### config.mk
export PLATFORM = sky130hd
export DESIGN_NAME = mem_arbiter
export DESIGN_NICKNAME = d
export VERILOG_FILES = /design/src/rtl/mem_arbiter.sv
export SDC_FILE = /design/constraint.sdc
export NUM_CORES = 1
export LEC_CHECK = 0
export ABC_AREA = 0
export BUFFER_PORTS_ARGS = -buffer_cell sky130_fd_sc_hd__buf_2
export CAP_MARGIN = 25
export CORE_AREA = 4 4 122 124
export DETAILED_ROUTE_END_ITERATION = 8
export DIE_AREA = 0 0 126 128
export GPL_TIMING_DRIVEN = 0
export MAX_ROUTING_LAYER = met4
export PLACE_DENSITY = 0.48
export SLEW_MARGIN = 20
export SYNTH_ARGS = -nofsm -noshare
export SYNTH_HDL_FRONTEND = slang
export SYNTH_SLANG_ARGS = --single-unit
### constraint.sdc
create_clock -name clk -period 2.7 [get_ports clk]
set_input_delay 0.27 -clock clk [delete_from_list [all_inputs] [get_ports clk]]
set_output_delay 0.27 -clock clk [all_outputs]
set_load 0.03 [all_outputs]
### src/rtl/mem_arbiter.sv
// Two-master, single-outstanding memory port arbiter (IFU = m0, LSU = m1).
// Define MEM_ARB_RR_EN for round-robin tie-breaking; otherwise m1 wins every tie.
module mem_arbiter #(
   parameter int ADDR_W = 32,
   parameter int DATA_W = 32
) (
   input  logic                clk,
   input  logic                rst,
   // master 0 (IFU)
   input  logic                m0_req_valid,
   output logic                m0_req_ready,
   input  logic [ADDR_W-1:0]   m0_req_addr,
   input  logic                m0_req_wen,
   input  logic [DATA_W-1:0]   m0_req_wdata,
   input  logic [DATA_W/8-1:0] m0_req_wmask,
   output logic                m0_rsp_valid,
   input  logic                m0_rsp_ready,
   output logic [DATA_W-1:0]   m0_rsp_rdata,
   // master 1 (LSU)
   input  logic                m1_req_valid,
   output logic                m1_req_ready,
   input  logic [ADDR_W-1:0]   m1_req_addr,
   input  logic                m1_req_wen,
   input  logic [DATA_W-1:0]   m1_req_wdata,
   input  logic [DATA_W/8-1:0] m1_req_wmask,
   output logic                m1_rsp_valid,
   input  logic                m1_rsp_ready,
   output logic [DATA_W-1:0]   m1_rsp_rdata,
   // downstream memory port
   output logic                s_req_valid,
   input  logic                s_req_ready,
   output logic [ADDR_W-1:0]   s_req_addr,
   output logic                s_req_wen,
   output logic [DATA_W-1:0]   s_req_wdata,
   output logic [DATA_W/8-1:0] s_req_wmask,
   input  logic                s_rsp_valid,
   output logic                s_rsp_ready,
   input  logic [DATA_W-1:0]   s_rsp_rdata,
   // status
   output logic                busy,
   output logic                grant
);

   localparam logic [1:0] IDLE = 2'd0;
   localparam logic [1:0] REQ  = 2'd1;
   localparam logic [1:0] RESP = 2'd2;

   logic [1:0] r_state;
   logic       r_grant;
   logic       w_any_req;
   logic       w_winner;
   logic       w_in_req;
   logic       w_in_resp;
   logic       w_req_fire;
   logic       w_rsp_fire;

   assign w_any_req = m0_req_valid | m1_req_valid;
   assign w_in_req  = (r_state == REQ);
   assign w_in_resp = (r_state == RESP);

`ifdef MEM_ARB_RR_EN
   logic r_last;
   // On a tie, the master that did not finish last gets the port.
   always_comb begin
      w_winner = 1'b0;
      if (m0_req_valid && m1_req_valid) w_winner = ~r_last;
      else                              w_winner = m1_req_valid;
   end
`else
   assign w_winner = m1_req_valid;
`endif

   // Downstream request: granted master's payload, valid only while in REQ.
   assign s_req_valid  = w_in_req & (r_grant ? m1_req_valid : m0_req_valid);
   assign s_req_addr   = r_grant ? m1_req_addr  : m0_req_addr;
   assign s_req_wen    = r_grant ? m1_req_wen   : m0_req_wen;
   assign s_req_wdata  = r_grant ? m1_req_wdata : m0_req_wdata;
   assign s_req_wmask  = r_grant ? m1_req_wmask : m0_req_wmask;
   assign m0_req_ready = w_in_req & ~r_grant & s_req_ready;
   assign m1_req_ready = w_in_req &  r_grant & s_req_ready;

   // Response path is purely combinational; stray responses outside RESP are dropped.
   assign s_rsp_ready  = w_in_resp & (r_grant ? m1_rsp_ready : m0_rsp_ready);
   assign m0_rsp_valid = w_in_resp & ~r_grant & s_rsp_valid;
   assign m1_rsp_valid = w_in_resp &  r_grant & s_rsp_valid;
   assign m0_rsp_rdata = s_rsp_rdata;
   assign m1_rsp_rdata = s_rsp_rdata;

   assign w_req_fire = s_req_valid & s_req_ready;
   assign w_rsp_fire = s_rsp_valid & s_rsp_ready;
   assign busy       = (r_state != IDLE);
   assign grant      = r_grant;

   always_ff @(posedge clk) begin
      if (rst) begin
         r_state <= IDLE;
         r_grant <= 1'b0;
`ifdef MEM_ARB_RR_EN
         r_last  <= 1'b1;
`endif
      end else begin
         case (r_state)
            IDLE: begin
               if (w_any_req) begin
                  r_grant <= w_winner;
                  r_state <= REQ;
               end
            end
            REQ: begin
               if (w_req_fire) r_state <= RESP;
            end
            RESP: begin
               if (w_rsp_fire) begin
                  r_state <= IDLE;
`ifdef MEM_ARB_RR_EN
                  r_last  <= r_grant;
`endif
               end
            end
            default: r_state <= IDLE;
         endcase
      end
   end

endmodule

# ---- Yosys cells after proc, flatten, opt, wreduce, memory -nomap -nowiden
# Cells that the tools add are included.
dict set report op_classes {
  add_sub_neg 0
  multipliers 0
  n_div 0
  n_lt_le_gt_ge 0
  eq_ne 5
  shifts 0
  muxes 10
  bitwise 14
  reduce_logical 4
}
# operator n
set op_table {}
lappend op_table {{two-way mux 32 bit} 2}
lappend op_table {{AND 1 bit} 12}
lappend op_table {{two-way mux 2 bit} 3}
lappend op_table {{case mux 2 bit (3 select lines)} 1}
lappend op_table {{two-way mux 4 bit} 1}
lappend op_table {{!= test 2 x 1 -> 1 bit, second input constant} 2}
lappend op_table {{two-way mux 1 bit} 3}
lappend op_table {{AND reduction 3 bit} 1}
lappend op_table {{== test 2 x 1 -> 1 bit, second input constant} 1}
lappend op_table {{== test 2 bit, second input constant} 1}
lappend op_table {{zero test 2 bit} 1}
lappend op_table {{!= test 2 bit, second input constant} 1}
lappend op_table {{AND reduction 2 bit} 1}
lappend op_table {{nonzero test 2 bit} 1}
lappend op_table {{NOT 1 bit} 1}
lappend op_table {{OR 1 bit} 1}
dict set report totals {
  reg_bits 3
  latch_bits 0
  ram_bits 0
  romBits 0
  in_bits 178
  n_memories 0
}

# ---- Logic depth before layout (Yosys ltp)
dict set report logic_depth {
  word_depth 5
  depth_mapped 4
  ltp_nobuf 4
}

# ---- Worst setup path after synthesis
# OpenSTA, ideal clock, no wires.
dict set report synth_path {
  path_type {reg-to-output}
  startpoint {register r_grant (netlist: grant)}
  endpoint {output port m0_req_ready}
  t_arrival_ns 1.521
  required_ns 2.430
  slack_ns 0.909
  stages_incl_launch_ff 4
  n_path_buf 2
  cell_sequence {dfxtp_1 -> buf_4 -> buf_2 -> nor3_1}
}
dict set report synth_via {
  elab_chain_len 3
}
# item line
set synth_rtl {}
lappend synth_rtl {{start: declaration} 49} ;# logic r_grant;
lappend synth_rtl {{start signal: assignment} 105} ;# r_grant <= w_winner;
lappend synth_rtl {{NOT 1 bit} 79} ;# assign m0_req_ready = w_in_req & ~r_grant & s_req_ready;
lappend synth_rtl {{AND 1 bit (2 in series)} 79}
lappend synth_rtl {{end: declaration} 11} ;# output logic m0_req_ready,
# No other way between the ends.

# ---- Worst setup path in the final report
dict set report layout_path {
  startpoint {register r_grant (netlist: grant)}
  endpoint {output port s_req_wdata[28]}
}
dict set report layout_via {
  elab_chain_len 1
}
# item line
set layout_rtl {}
lappend layout_rtl {{two-way mux 32 bit} 77} ;# assign s_req_wdata = r_grant ? m1_req_wdata : m0_req_wdata;
lappend layout_rtl {{end: declaration} 34} ;# output logic [DATA_W-1:0] s_req_wdata,
# No other way between the ends.

==> run metrics <==
clock skew 0.0004503 ns; Net count, final 637; synthesized area 1503 um^2; Slew Limit Fails 0; Setup violations, final 0; largest net degree at the start of global routing 11; Reg clk slew, reported paths 0.03 ns; Antenna Nets Post-Route 0; Synth area leader mux2_2; PD cells 354.4 nW/um^2; post-detailed-routing wire length 9264 um; Critical Path AT 1.76 ns; share of flip-flops with an asynchronous set or reset 0%; reg2reg setup slack 1.38 ns; deepest level of the CTS H-tree 1; slew margin rel. 82.18%; HPWL after DPL 8615 um; GRT Total Usage 10.39%; Worst Max-Slew Pin Slew 0.2598 ns; Post-synth EDFFs 0; unrepaired setup endpoints after global routing no; post-cts sizing count 0; Reg-to-Reg End grant$_SDFFE_PP0P_; register area share after synthesis 3.997%; Worst Setup SP grant$_SDFFE_PP0P_; Leakage 1.866 nW; Die ar. 16,130 um^2; Crit Path Max Fanout 10; CP peak stage delay 0.45 ns; Die X 126 um; Vias per Instance 3.468; Yosys top cell area share 51.71%; CP Depth 4; grt ovf 0; detailed-route wire length per cell 14.50 um; period utilisation layout 75.36%; FMAX 491.4 MHz; routed via count 2,216; GPL Wtd Cong 0.9043; Setup crit end s_req_wdata[28]; Register-to-Register Path Depth 4; CTS Hold Bufs 0; Worst Setup End Kind primary output; DRC Markers 0; 1st-iter DRT viols 33; Max-Cap Viols 0; Max VDD drop 0.0001164 V; 1st-pass router iterations 4; count of final hold-check violations 0; IO Pins 319; setup bufs post-CTS 0; Worst setup SP type register; I/O Buffers 286; layout cell share with drive strength beyond 1 93.89%; Clock Latency Late Sink 0.22 ns; initial antenna violation count 0; Sink Count 3; Main synth FF type dfxtp_1; Setup WS pre-CTS 0.8353 ns; outcome finished, final reports clean; global-route wire length before repair 13,100 um; Yosys reg bits 3; CTS Buffer Depth 2; Cell variety after synth 15; final worst slack 0.6652 ns; Synth top cells by count buf_4 (69), mux2_2 (69), nor2b_1 (4); Syn Inst Count 168; vias in the first global route 2,390; CTS tree built; WP data required 2.43 ns; Initial Utilization 10.91%; Die Span Y 128 um; area delta synth->final 115.7%; crit path kind reg2out; CTS root buf clkbuf_16; mean area per synthesized cell 8.945 um^2; site row count 43; Syn Nets 346; Area contributors post-synth mux2_2 (52%), buf_4 (34%), dfxtp_1 (4.0%); core area 13,770 um^2; final hold slack 0.2418 ns; Critical R2R Launch grant$_SDFFE_PP0P_; most frequent CP cell buf_2; min cycle time layout 2.035 ns; WP buf/inv 3; final setup TNS 0 ns; crit-path cells buf_4 -> buf_2 -> mux2_2 -> buf_2; Ys Warns 0; TritonCTS Buffers 3; Top delay family on crit path buffers and inverters; HP Class in2reg; CP max-delay cell dfxtp_1
stage by stage:
stage                     power, mW  utilization, %  instances  cell area (um^2)
after detailed placement     0.9223           22.94        634              3159
final                         1.148           23.53        639              3241
after CTS                     1.162           23.51        638              3238
after global placement       0.9173           22.94        634              3159
after floorplan              0.6285               -        168              1503
after global routing          1.206           23.51        638              3238
cell families (layout without fill, tap and decap cells):
family | after synthesis | in the layout | synth area share, %
AO/OA/AOI/OAI | 5 | 5 | 1.915
buffers and inverters | 75 | 365 | 36.22
flip-flops | 3 | 3 | 3.997
multiplexers | 71 | 71 | 53.04
other | 0 | 1 | 0
AND/OR/NAND/NOR | 14 | 14 | 4.829
power by group:
part,internal [mW],switching [mW],total [mW]
clock,0.195,0.0400,0.235
sequential,0.0483,0.00549,0.0538
combinational,0.349,0.511,0.860
state kept, by name (all words and copies together) (netlist names):
signal and flops:
r_state 2, grant 1
final cells by class:
cell class                      count  area, um^2
Fill cell                        1574       10530
Tap cell                          180       225.2
Inverter                            3       11.26
Buffer                             72       533.0
Antenna cell                        1       2.502
Timing Repair Buffer              286        1431
Multi-Input combinational cell     90       898.4
Clock buffer                        4       78.83
Sequential cell                     3       60.06
placed cells by master, fill, tap and decap left out, types with 3 or more instances in the layout:
cell type,n
nand2_1,3
buf_4,69
nor2b_1,4
dfxtp_1,3
inv_1,3
clkbuf_16,3
mux2_2,69
buf_2,289
worst min-delay path by stage:
| stage | start | slack [ns] | endpoint | depth (start not counted) |
|---|---|---|---|---|
| final | rst | 0.24 | r_state[1]$_SDFFE_PP0P_ | 2 |
| after global routing | rst | 0.26 | r_state[1]$_SDFFE_PP0P_ | 2 |
| after CTS | rst | 0.24 | r_state[1]$_SDFFE_PP0P_ | 2 |
| after detailed placement | rst | 0.48 | r_state[1]$_SDFFE_PP0P_ | 2 |
| after global placement | rst | 0.47 | r_state[1]$_SDFFE_PP0P_ | 2 |
| after floorplan | rst | 0.34 | grant$_SDFFE_PP0P_ | 1 |
routing by layer:
metal | track usage (%) | vias up | share of wire [%]
met5 | - | - | 0
met4 | 1.830 | 0 | 1.2
met3 | 3.250 | 6 | 11
li1 | - | 1095 | -
met1 | 11.85 | 970 | 37
met2 | 18.18 | 145 | 51
Power figures use the tool's default switching activity.
